===== src/rtl/reg_file_pkg.sv =====
// Shared constants and FSM state type for the 16-entry register file.
package reg_file_pkg;
    localparam int NREG      = 16;
    localparam int DEF_WIDTH = 16;
    localparam int CNT_W     = 4;

    typedef enum logic {
        IDLE  = 1'b0,
        CLEAR = 1'b1
    } state_t;
endpackage


===== src/rtl/onehot_chk.sv =====
// Classifies an N-bit select vector as all-zero, one-hot or multi-hot.
module onehot_chk #(
    parameter int N = 16
) (
    input  logic [N-1:0] i_vec,
    output logic         o_is_zero,
    output logic         o_is_onehot,
    output logic         o_is_multi
);
    logic [N-1:0] w_low_cleared;

    // v & (v-1) drops the lowest set bit; nothing left means at most one bit.
    assign w_low_cleared = i_vec & (i_vec - N'(1));
    assign o_is_zero     = (i_vec == '0);
    assign o_is_onehot   = !o_is_zero && (w_low_cleared == '0);
    assign o_is_multi    = !o_is_zero && (w_low_cleared != '0);
endmodule


===== src/rtl/reg_file_16.sv =====
// 16 x WIDTH register file with one-hot write, dual combinational read and a
// sequential clear engine. Optional write-to-read bypass: REG_FILE_BYPASS_EN.
module reg_file_16
    import reg_file_pkg::*;
#(
    parameter int WIDTH = DEF_WIDTH,
    parameter int NREG  = reg_file_pkg::NREG
) (
    input  logic             clk,
    input  logic             rst,
    input  logic [NREG-1:0]  we_oh,
    input  logic             wr_valid,
    input  logic [WIDTH-1:0] wdata,
    input  logic [3:0]       rs1,
    input  logic [3:0]       rs2,
    output logic [WIDTH-1:0] rd1,
    output logic [WIDTH-1:0] rd2,
    input  logic             clr_req,
    output logic             busy,
    output logic             err_multi
);
    logic [WIDTH-1:0] r_regs [NREG];
    state_t           r_state;
    logic [CNT_W-1:0] r_cnt;
    logic             r_busy;
    logic             r_err;

    logic w_is_zero;
    logic w_is_onehot;
    logic w_is_multi;
    logic w_wr_ok;
    logic w_commit;

    onehot_chk #(.N(NREG)) u_chk (
        .i_vec       (we_oh),
        .o_is_zero   (w_is_zero),
        .o_is_onehot (w_is_onehot),
        .o_is_multi  (w_is_multi)
    );

    // Writes arriving during a clear are silently dropped, errors included.
    assign w_wr_ok  = wr_valid && !r_busy && !rst;
    assign w_commit = w_wr_ok && w_is_onehot;

`ifdef REG_FILE_BYPASS_EN
    assign rd1 = (w_commit && we_oh[rs1]) ? wdata : r_regs[rs1];
    assign rd2 = (w_commit && we_oh[rs2]) ? wdata : r_regs[rs2];
`else
    assign rd1 = r_regs[rs1];
    assign rd2 = r_regs[rs2];
`endif

    assign busy      = r_busy;
    assign err_multi = r_err;

    always_ff @(posedge clk) begin
        if (rst) begin
            for (int i = 0; i < NREG; i++) r_regs[i] <= '0;
            r_state <= IDLE;
            r_cnt   <= '0;
            r_busy  <= 1'b0;
            r_err   <= 1'b0;
        end else begin
            for (int i = 0; i < NREG; i++)
                if (w_commit && we_oh[i]) r_regs[i] <= wdata;
            if (w_wr_ok && w_is_multi) r_err <= 1'b1;

            case (r_state)
                IDLE: begin
                    if (clr_req) begin
                        r_state <= CLEAR;
                        r_cnt   <= '0;
                        r_busy  <= 1'b1;
                    end
                end
                CLEAR: begin
                    r_regs[r_cnt] <= '0;
                    r_cnt         <= r_cnt + 1'b1;
                    if (r_cnt == CNT_W'(NREG - 1)) begin
                        r_state <= IDLE;
                        r_busy  <= 1'b0;
                    end
                end
                default: r_state <= IDLE;
            endcase
        end
    end

    // The three classifier flags must be mutually exclusive.
    always_ff @(posedge clk) begin
        if (!rst) assert ((32'(w_is_zero) + 32'(w_is_onehot) + 32'(w_is_multi)) == 1);
    end
endmodule


===== config.mk =====
export PLATFORM = sky130hd
export DESIGN_NAME = reg_file_16
export DESIGN_NICKNAME = d
export VERILOG_FILES = /design/src/rtl/reg_file_pkg.sv /design/src/rtl/onehot_chk.sv /design/src/rtl/reg_file_16.sv
export SDC_FILE = /design/constraint.sdc
export NUM_CORES = 1
export LEC_CHECK = 0
export ABC_AREA = 1
export CAP_MARGIN = 15
export CORE_ASPECT_RATIO = 1.25
export CORE_MARGIN = 3
export CORE_UTILIZATION = 32
export DETAILED_ROUTE_END_ITERATION = 6
export SLEW_MARGIN = 5
export SYNTH_ARGS = -nofsm -noshare
export SYNTH_HDL_FRONTEND = slang
export SYNTH_SLANG_ARGS = --single-unit
export TNS_END_PERCENT = 30

===== constraint.sdc =====
create_clock -name clk -period 3 [get_ports clk]
set_input_delay 0.6 -clock clk [delete_from_list [all_inputs] [get_ports clk]]
set_output_delay 0.6 -clock clk [all_outputs]
set_load 0.01 [all_outputs]

Word-level counts from Yosys, hierarchy flattened
Memories as Yosys holds them, arrays and structs flattened.
Cells that the tools add are included.
{ "classes": {"bitwise_logic": 18, "eq_ne": 3, "add_sub_neg": 2, "n_reduce_logical": 29, "n_mux": 77} }
{ "op_table": {"columns": ["operator", "count"], "rows": [
  ["$mux W16", 16],
  ["$mux W1", 57],
  ["$logic_not A16 Y1", 2],
  ["$logic_and A1 B1 Y1", 22],
  ["$and A16 B16 Y16", 1],
  ["$or A1 B1 Y1", 16],
  ["$reduce_bool A16 Y1", 1],
  ["$sub A16 B1 Y16 const B", 1],
  ["$pmux W4 S2", 1],
  ["$add A4 B1 Y4 const B", 1],
  ["$eq A4 B4 Y1 const B", 1],
  ["$mux W4", 1],
  ["$pmux W1 S2", 2],
  ["$logic_not A1 Y1", 3],
  ["$ne A2 B1 Y1 const B", 1],
  ["$ne A2 B2 Y1 const B", 1],
  ["$reduce_and A2 Y1", 1],
  ["$not A1 Y1", 1]
]} }
{ "word_totals": {"in_bits": 44, "memories": 1, "wordCells": 134, "reg_bits": 7, "output_inout_bits": 34, "ramBits": 256} }
{ "memory_table": {"columns": ["memory", "words", "width", "read_ports", "rd_ports_with_merged_regs", "wr", "line", "source"], "rows": [
  ["r_regs", 16, 16, 2, 0, 17, "reg_file_16.sv:22", "logic [WIDTH-1:0] r_regs [NREG];"]
]} }

Depth between registers and ports, before layout
Gate-level depths: netlist of the first run.
{ "depth": {"depth_word": 10, "ltp_mapped": 14, "mapped_depth_nobuf": 11} }

Hierarchy
Synthesis of the first run repeated with hierarchy kept, for this count alone.
{ "unflattened": {"hier_cells": 2743, "hier_area_um2": 16634.7} }
{ "by_module_without_submodules": {"columns": ["module", "area_per_inst_um2", "seq_area_each_um2", "cells_per_inst", "instances"], "rows": [
  ["reg_file_16", 16284.4, 5265.0, 2664, 1],
  ["onehot_chk", 350.3, 0.0, 79, 1]
]} }

Worst setup path before layout of the first run
No wires, ideal clock.
{ "synth_path": {"path_kind": "in2out", "from": "input rs1[1]", "to": "output rd1[15]", "path_slack_ns": 0.606, "path_buffers": 3, "required_time_ns": 2.400, "arrival_time_ns": 1.794, "cell_stages": 7, "path_cell_list": "clkbuf_1 clkbuf_1 clkbuf_1 o211ai_1 nand3_1 nand3_1 nand2_1"} }
{ "synth_via": {"elab_chain_cells": 1} }
{ "synth_lines": {"columns": ["item", "line", "source"], "rows": [
  ["start: declaration", "reg_file_16.sv:14", "input logic [3:0] rs1,"],
  ["$mem_v2 Z16 W16", null, null],
  ["end: declaration", "reg_file_16.sv:16", "output logic [WIDTH-1:0] rd1,"]
]} }
Every way passes these cells.

Worst setup path in the final report of the first run
{ "layout_path": {"from": "input rs1[2]", "to": "output rd1[0]"} }
Same word-level chain as after synthesis.

==> impl_results.md, run 1 <==
* Worst reg2reg path depth at 8
* Residual DRC at 0
* Leading area contributor after synthesis: dfxtp_1
* Clock tree root driver cell: clkbuf_16
* Area grow syn2layout at 20.87%
* Switch share at 28.33%
* Clock Pin Slew Worst Setup and Hold Paths at 0.06 ns
* Synth cell types at 30
* Max-cap violation count at 0
* Die Ht at 255.7 um
* Final std cells w/o fill at 3019
* Detailed-route vias per instance at 6.131
* Register area at 5265 um2
* Die Area at 52590 um2
* Hold_sp: err_multi
* Synthesized cell area at 15960 um2
* Total Routing Usage GR at 25.45%
* Drt pass-1 iters at 6
* Worst EP required at 2.40 ns
* First-pass GRT wire length at 105300 um
* Clock sink count at 263
* Chip width at 205.7 um
* Hold Buf Count CTS at 0
* Comb pwr share at 15.6%
* CP Max Fanout at 10
* Yosys warns at 0
* DP HPWL at 48680 um
* Top cells by area, synth: dfxtp_1, a21oi_1, nand3_1, nand4_1, o21ai_0
* Wire per inst at 23.10 um
* Endpoint class of the critical path: output port
* Startpoint Class: input pin
* Net switching power at 2472 uW
* Worst-Skew Late Latency at 0.57 ns
* Pwr per Cell Area at 452.5 nW/um2
* Slew Viols, Final at 0
* H-tree depth at 1
* Setup CP Type: input pin to output port
* Antenna violations before repair at 1
* Outcome: finished clean
* Post-Route WL at 69750 um
* Final setup vio count at 0
* Max Freq at 338.8 MHz
* Flop-to-flop setup slack at 1.26 ns
* RSZ-0062 raised after global routing: no
* Grt ovf at 0
* Lkg Pwr at 0.006750 uW
* RePlAce Congestion at 0.9273
* Fin crit period at 2.952 ns
* Sequential share of the synthesized area at 33.00%
* Worst VDD drop at 0.0004072 V
* Core area at 48760 um2
* Post-Syn Area per Cell at 6.772 um2
* Placed cells at 2963
* R2R Path End: r_regs[0][2]
* Port buffer count at 77
* Vias in the first global route at 17240
* Finished Core Util at 39.55%
* Fill count at 4992
* Worst hold path stage count at 2
* Share of layout cells above drive strength 1 at 10.40%
* CTS buffer count at 29
* Hold EP: err_multi
* Sequential power share at 40.1%
* Largest buffer count on any clock path at 3
* P_int at 6255 uW
* Yosys reg bits at 263
* Final hold vios at 0
* Rows at 90
* Worst hold path type: register to register
* Post-DRT Antenna Nets at 0
* Setup TNS at 0 ns
* Final nets at 2399
* Io pins at 78
* Post-CTS Setup Bufs at 0
* Worst reg2reg startpoint: busy
* Clk pwr share at 44.3%
* Slew @ Worst Pin at 0.6939 ns
* Initial core utilization at 32.72%
* Critical path arrival at 2.35 ns
* Clock skew at 0.007262 ns
* Via count at 18510
* Mapped Cells at 2356
* Fin crit share at 98.39%
* Worst setup startpoint: rs1[2]
* Rel. slew slack at 53.57%
* Area taken by multi-input logic gates at 8876 um2
* Syn nets at 2404
* Initial DRC Count at 2298
* Yosys top cell area share at 33.00%
* Largest net degree at the start of global routing at 80
* Clock tree from TritonCTS: yes
-- how the worst max path moves through the flow --
stage,cells after the start,endpoint,slack [ns]
floorplan,7,rd1[15],0.61
global placement,7,rd1[6],-0.28
detailed placement,7,rd1[6],-0.22
CTS,7,rd2[5],0.006
global route,8,rd1[0],0.004
finish,7,rd1[0],0.05
-- what timing repair did --
item	in CTS	in global routing
hold endpoints to repair	0	0
resized for setup	18	19
setup endpoints to repair	24	18
cloned	1	0
-- cell families (layout without fill, tap and decap cells) --
kind of cell	after synthesis	after routing	share of synthesized area (%)
AOI/OAI and AO/OA	750	750	25.28
adders and majority gates	4	4	0.3137
buffers and inverters	441	459	11.76
DFF	263	263	33.00
other	0	1	0
and+or+nand+nor	898	898	29.64
-- placed cells by master (no fill, tap or decap), drive strengths merged, types with 2 or more instances in the layout --
cell type,count
a21oi,447
nand3,364
nand4,274
dfxtp,263
o21ai,201
nand2,194
inv,168
buf,164
o211ai,68
nor2,64
clkdlybuf4s50,58
clkbuf,46
o221ai,24
dlymetal6s2s,10
o22ai,6
dlygate4sd2,5
ha,4
bufinv,4
clkinv,3
a211oi,2
-- per-stage QoR --
step / setup slack [ns] / instance area (um2) / hold WS [ns] / power [uW]
after global routing: 0.004496 / 19280 / 0.4976 / 8964
final: 0.04820 / 19280 / 0.4645 / 8726
after CTS: 0.005843 / 19220 / 0.4634 / 8739
after global placement: -0.2797 / 18140 / 0.4488 / 4889
after floorplan: 0.6058 / 15960 / 0.4574 / 4263
after detailed placement: -0.2192 / 18140 / 0.4536 / 4893
-- Yosys cell counts --
master and n:
a21oi_1 447, nand3_1 364, nand4_1 264, dfxtp_1 263, o21ai_0 198, nand2_1 193, clkbuf_1 162, inv_1 160
o211ai_1 68, nor2_1 57, buf_2 45, buf_4 33, buf_1 29, o221ai_1 24, nand4_4 10, inv_2 7
o22ai_1 6, nor2_4 5, buf_6 4, ha_1 4, o21ai_1 3, a211oi_1 2, a32o_1 1, buf_8 1
nand2_2 1, nor2_2 1, nor2_8 1, nor3_2 1, nor4_1 1, o21bai_1 1
-- power by group through the flow --
stage / clock network (uW) / registers, uW / logic [uW]
global route: 4020 / 3500 / 1440
CTS: 3910 / 3500 / 1330
finish: 3860 / 3500 / 1360
detailed placement: 0 / 3580 / 1310
floorplan: 0 / 3580 / 685
global placement: 0 / 3580 / 1310
-- state kept, by name, summed over array words and instances, names as in the netlist --
register	flops
r_regs	256
r_cnt	4
busy	1
err_multi	1
r_state	1
-- routing by layer --
layer,global-route usage [%],share of wire (%),vias up
met5,0,0,-
met4,12.69,5.4,0
met3,4.427,8.4,196
met2,40.09,46,999
met1,33.36,40,8802
li1,-,-,8512
-- cell type report --
| class | count | share of cell area, % |
|---|---|---|
| Inverter | 167 | 3.289 |
| Sequential cell | 263 | 27.30 |
| Antenna cell | 1 | 0.01298 |
| Clock buffer | 46 | 4.457 |
| Multi-Input combinational cell | 1652 | 46.03 |
| Timing Repair Buffer | 238 | 13.99 |
| Tap cell | 644 | 4.178 |
| Clock inverter | 8 | 0.7461 |
-- worst max-delay path, cell delays in order --
cell and delay (ns):
dlygate4sd2_1 0.31, inv_2 0.12, bufbuf_16 0.30, nand3_1 0.08, nand3_1 0.19, nand2_1 0.20, clkdlybuf4s50_1 0.56
Power figures use the tool's default switching activity.
==> run 2: changes to the inputs <==
Settings changed: CELL_PAD_IN_SITES_DETAIL_PLACEMENT set to 1, CELL_PAD_IN_SITES_GLOBAL_PLACEMENT set to 2, PLACE_DENSITY_LB_ADDON set to 0.1.
==> impl_results.md, run 2 (synthesized netlist as in run 1, its figures left out) <==
* Slew Viols, Final at 0
* Via count at 18890
* Wire per inst at 27.24 um
* Setup CP Type: input pin to output port
* Clock sink count at 263
* Largest buffer count on any clock path at 3
* Initial core utilization at 32.72%
* Residual DRC at 0
* Placed cells at 3021
* Hold Buf Count CTS at 0
* Final nets at 2463
* Commonest cells after routing, fill and taps aside: a21oi_1, nand3_1, nand4_1, dfxtp_1, o21ai_0
* Design Power at 9352 uW
* Clock skew at 0.02335 ns
* Setup TNS at 0 ns
* Fin crit period at 3.000 ns
* Max Freq at 333.4 MHz
* Ant. Diodes at 0
* Io pins at 78
* CP Max Fanout at 8
* Sequential power share at 37.4%
* Worst VDD drop at 0.0003484 V
* Share of layout cells above drive strength 1 at 13.20%
* Rows at 90
* Register area at 5265 um2
* Biggest regs: r_regs (256), r_cnt (4)
* Die Area at 52590 um2
* Worst slack, placed at -0.3271 ns
* Switch share at 29.56%
* Max-cap violation count at 0
* Rel. slew slack at 49.94%
* Critical path arrival at 2.40 ns
* Post-Route WL at 83980 um
* Slew @ Worst Pin at 0.7481 ns
* Post-CTS Setup Bufs at 0
* Port buffer count at 77
* Total Routing Usage GR at 30.91%
* Die Ht at 255.7 um
* Clock Pin Slew Worst Setup and Hold Paths at 0.06 ns
* Area taken by multi-input logic gates at 8875 um2
* P_int at 6587 uW
* Drt pass-1 iters at 5
* Grt ovf at 0
* Fin crit share at 99.99%
* Final hold vios at 0
* Max reg flops at 256
* H-tree depth at 2
* Largest net degree at the start of global routing at 71
* First-pass GRT wire length at 123800 um
* DP HPWL at 57140 um
* Clk pwr share at 46.4%
* Most common cell after layout, fill and taps aside: a21oi_1
* Core area at 48760 um2
* Fill count at 6057
* Post-DRT Antenna Nets at 0
* Outcome: finished clean
* Net switching power at 2765 uW
* Chip width at 205.7 um
* Comb pwr share at 16.1%
* Pwr per Cell Area at 469.4 nW/um2
* Clock tree root driver cell: clkbuf_16
* Endpoint class of the critical path: output port
* Antenna violations before repair at 0
* Initial DRC Count at 1569
* Clock tree from TritonCTS: yes
* Detailed-route vias per instance at 6.127
* Lkg Pwr at 0.007131 uW
* Biggest register: r_regs
* Final std cells w/o fill at 3083
* Worst-Skew Late Latency at 0.56 ns
* Final setup vio count at 0
* Fin worst setup slack at 0.0001952 ns
* RePlAce Congestion at 0.8893
* Area grow syn2layout at 24.87%
* Startpoint Class: input pin
* CTS buffer count at 34
* Worst hold path type: register to register
* Vias in the first global route at 19060
* Worst EP required at 2.40 ns
-- run 2: cell count changes in the layout (fill, tap and decap cells not counted), moves of 4 or more --
cell             delta
buf_16              +4
o221ai_1            +5
buf_4              +57
clkbuf_1            -4
o221ai_2            -5
clkdlybuf4s50_1     -4
clkbuf_16           +6
dlygate4sd2_1       +5
-- run 2: routing by layer --
metal  share of wire [%]  vias up  global-route usage (%)
li1                    -     8623                       -
met5                   0        -                       0
met1                  42     9455                   39.60
met2                  48      637                   51.70
met4                 3.8        0                   11.66
met3                 5.8      175                   5.228
-- run 2: area by class of cell --
cell class                      count  share of cell area [%]
Tap cell                          644                   4.044
Timing Repair Buffer              297                   16.03
Sequential cell                   263                   26.43
Multi-Input combinational cell   1652                   44.54
Inverter                          167                   3.184
Clock buffer                       45                   4.729
Clock inverter                     15                   1.042
-- run 2: per-stage QoR --
stage               area (um2)  hold WS (ns)  utilization [%]
finish                   19920        0.4632            40.86
global route             19920        0.4990            40.86
CTS                      19810        0.4730            40.62
detailed placement       18580        0.4583            38.11
global placement         18580        0.4509            38.11
floorplan                15960        0.4574                -
-- run 2: worst max-delay path, stage by stage --
cell	delay, ns
clkdlybuf4s50_1	0.40
buf_4	0.19
inv_2	0.10
buf_12	0.15
nand3_1	0.21
nand2_2	0.18
clkdlybuf4s50_1	0.55
-- run 2: repair_timing --
item | 4_1_cts | 5_1_grt
resized for setup | 28 | 23
cloned | 1 | 1
hold endpoints to repair | 0 | 0
endpoints found under the setup margin | 28 | 20
pin swaps | 1 | 0
-- run 2: final timing paths --
path	start	to	slack [ns]	cells past startpoint
worst max-delay path	rs2[3]	rd2[11]	0.0002	7
worst min-delay path	err_multi	err_multi	0.46	2
worst max register to register	busy	r_regs[14][12]	1.05	7
worst min register to register	err_multi	err_multi	0.46	2
-- run 2: power groups by stage --
stage | clock network [uW] | logic (uW) | registers [uW]
final | 4340 | 1510 | 3500
after global routing | 4540 | 1600 | 3500
after CTS | 4420 | 1470 | 3500
after detailed placement | 0 | 1460 | 3580
after global placement | 0 | 1450 | 3580
after floorplan | 0 | 685 | 3580
==> run 3: changes to the inputs <==
Settings changed: CORE_ASPECT_RATIO 1.25 to not set.
Clock period 3 ns to 3.4 ns, I/O delays scaled along.
==> impl_results.md, run 3 (synthesized netlist as in run 1, its figures left out) <==
* Cell mode on critical path: clkdlybuf4s50_1
* Total Routing Usage GR at 30.99%
* Worst-Skew Late Latency at 0.56 ns
* Worst VDD drop at 0.0003547 V
* Worst hold path stage count at 2
* Antenna violations before repair at 0
* Final hold vios at 0
* RePlAce Congestion at 0.8459
* Drt pass-1 iters at 5
* Worst reg2reg startpoint: busy
* R2R Path End: r_regs[11][10]
* Hold EP: err_multi
* CP Max Fanout at 8
* Clk pwr share at 47.7%
* Slew Viols, Final at 0
* Clock tree from TritonCTS: yes
* Clock tree root driver cell: clkbuf_16
* Cell area after layout at 19180 um2
* Rel. slew slack at 55.32%
* Via count at 18970
* Fin crit share at 98.02%
* CP Cell Sequence: clkdlybuf4s50_1 > clkinvlp_4 > buf_12 > nand3_1 > nand2_1 > clkdlybuf4s50_1
* Switch share at 29.58%
* Clock Pin Slew Worst Setup and Hold Paths at 0.05 ns
* Worst EP required at 2.72 ns
* Hold_sp: err_multi
* H-tree depth at 2
* Critical path arrival at 2.65 ns
* Sequential power share at 37.2%
* Die Area at 52580 um2
* Fin crit period at 3.333 ns
* Lkg Pwr at 0.006585 uW
* Ant. Diodes at 0
* Fill count at 6169
* Initial core utilization at 32.53%
* Endpoint class of the critical path: output port
* Core area at 49050 um2
* Startpoint Class: input pin
* Max reg flops at 256
* Detailed-route vias per instance at 6.243
* Grt ovf at 0
* Port buffer count at 77
* Biggest regs: r_regs (256), r_cnt (4)
* Worst hold path type: register to register
* First-pass GRT wire length at 124300 um
* Commonest cells after routing, fill and taps aside: a21oi_1, nand3_1, nand4_1, dfxtp_1, o21ai_0
* Final nets at 2396
* Pwr per Cell Area at 432.6 nW/um2
* Clock sink count at 263
* Biggest register: r_regs
* Slowest-stage cell, CP: clkdlybuf4s50_1
* Clock skew at 0.01446 ns
* Wire per inst at 27.79 um
* Share of layout cells above drive strength 1 at 10.06%
* Residual DRC at 0
* Cell Area, Placed at 17960 um2
* Initial DRC Count at 1860
* Most common cell after layout, fill and taps aside: a21oi_1
* Outcome: finished clean
* Net switching power at 2454 uW
* Rows at 81
* Comb pwr share at 15.0%
* Max incr delay on CP at 0.53 ns
* Chip width at 229.3 um
* CTS buffer count at 37
* Largest buffer count on any clock path at 3
* P_int at 5843 uW
* DP HPWL at 54490 um
* Flop-to-flop setup slack at 1.31 ns
* Hold Buf Count CTS at 0
* Hold slack at 0.4646 ns
* Slew @ Worst Pin at 0.6701 ns
* Die Ht at 229.3 um
* Max-cap violation count at 0
* Largest net degree at the start of global routing at 118
* RSZ-0062 raised after global routing: no
* Area grow syn2layout at 20.20%
* Post-Route WL at 84460 um
* Worst reg2reg path depth at 7
* Vias in the first global route at 18750
* Io pins at 78
* Setup CP Type: input pin to output port
* Buf+Inv Stages, Crit Path at 4
* Max Freq at 300.1 MHz
* Final setup vio count at 0
* Post-DRT Antenna Nets at 0
* Crit-path leading delay family: buffers and inverters
==> run 3: worst register-to-register path, delay by kind of cell (launching register included) <==
kind / cells / cell delay (ns)
AOI/OAI and AO/OA: 1 / 0.18
buffers and inverters: 2 / 0.72
DFF: 1 / 0.36
and+or+nand+nor: 4 / 0.76
==> run 3: cell type report <==
cell class | instances | area, um2 | share of cell area, %
Multi-Input combinational cell | 1652 | 8822 | 46.00
Sequential cell | 263 | 5265 | 27.45
Timing Repair Buffer | 227 | 2417 | 12.60
Clock buffer | 59 | 1141 | 5.950
Tap cell | 664 | 830.8 | 4.332
Inverter | 167 | 638.1 | 3.327
Clock inverter | 7 | 63.81 | 0.3327
==> run 3: power by group through the flow <==
stage | Combinational [uW] | Sequential [uW] | Clock, uW
2_1_floorplan | 604 | 3160 | 0
3_3_place_gp | 1210 | 3160 | 0
3_5_place_dp | 1220 | 3160 | 0
4_1_cts | 1230 | 3090 | 4010
5_1_grt | 1310 | 3090 | 4150
6_report | 1250 | 3090 | 3960
==> run 3: how the worst max path moves through the flow <==
| stage | start | cells past startpoint | to |
|---|---|---|---|
| 3_3_place_gp | rs2[1] | 7 | rd2[12] |
| 6_report | rs1[3] | 6 | rd1[4] |
| 5_1_grt | rs2[0] | 9 | rd2[1] |
| 4_1_cts | rs1[3] | 6 | rd1[4] |
| 2_1_floorplan | rs1[1] | 7 | rd1[15] |
| 3_5_place_dp | rs2[1] | 7 | rd2[12] |
==> run 3: what timing repair did <==
action | CTS | global route
endpoints found under the setup margin | 2 | 6
cloned | 0 | 0
resized for setup | 3 | 3
setup buffers | 0 | 0
hold endpoints to repair | 0 | 0
==> run 3: per-layer routing <==
metal	GRT usage (%)	routed length [um]	part of all wire, %	vias up
met5	0	0	0	-
met4	12.82	3697	4.4	0
met3	4.328	5212	6.2	150
met2	49.57	38190	45	712
met1	41.96	37360	44	9594
li1	-	-	-	8516
==> run 3: metrics by stage <==
step                      setup slack (ns)  setup TNS, ns  std cells  utilization [%]  power (uW)
final                              0.06731              0       3039            39.10        8298
after floorplan                     0.8458              0       2356                -        3762
after global placement             -0.3159        -0.5453       2973            36.61        4370
after detailed placement           -0.3145        -0.5056       2973            36.61        4377
after global routing               0.05019              0       3039            39.10        8545
after CTS                         0.005252              0       3039            39.08        8323
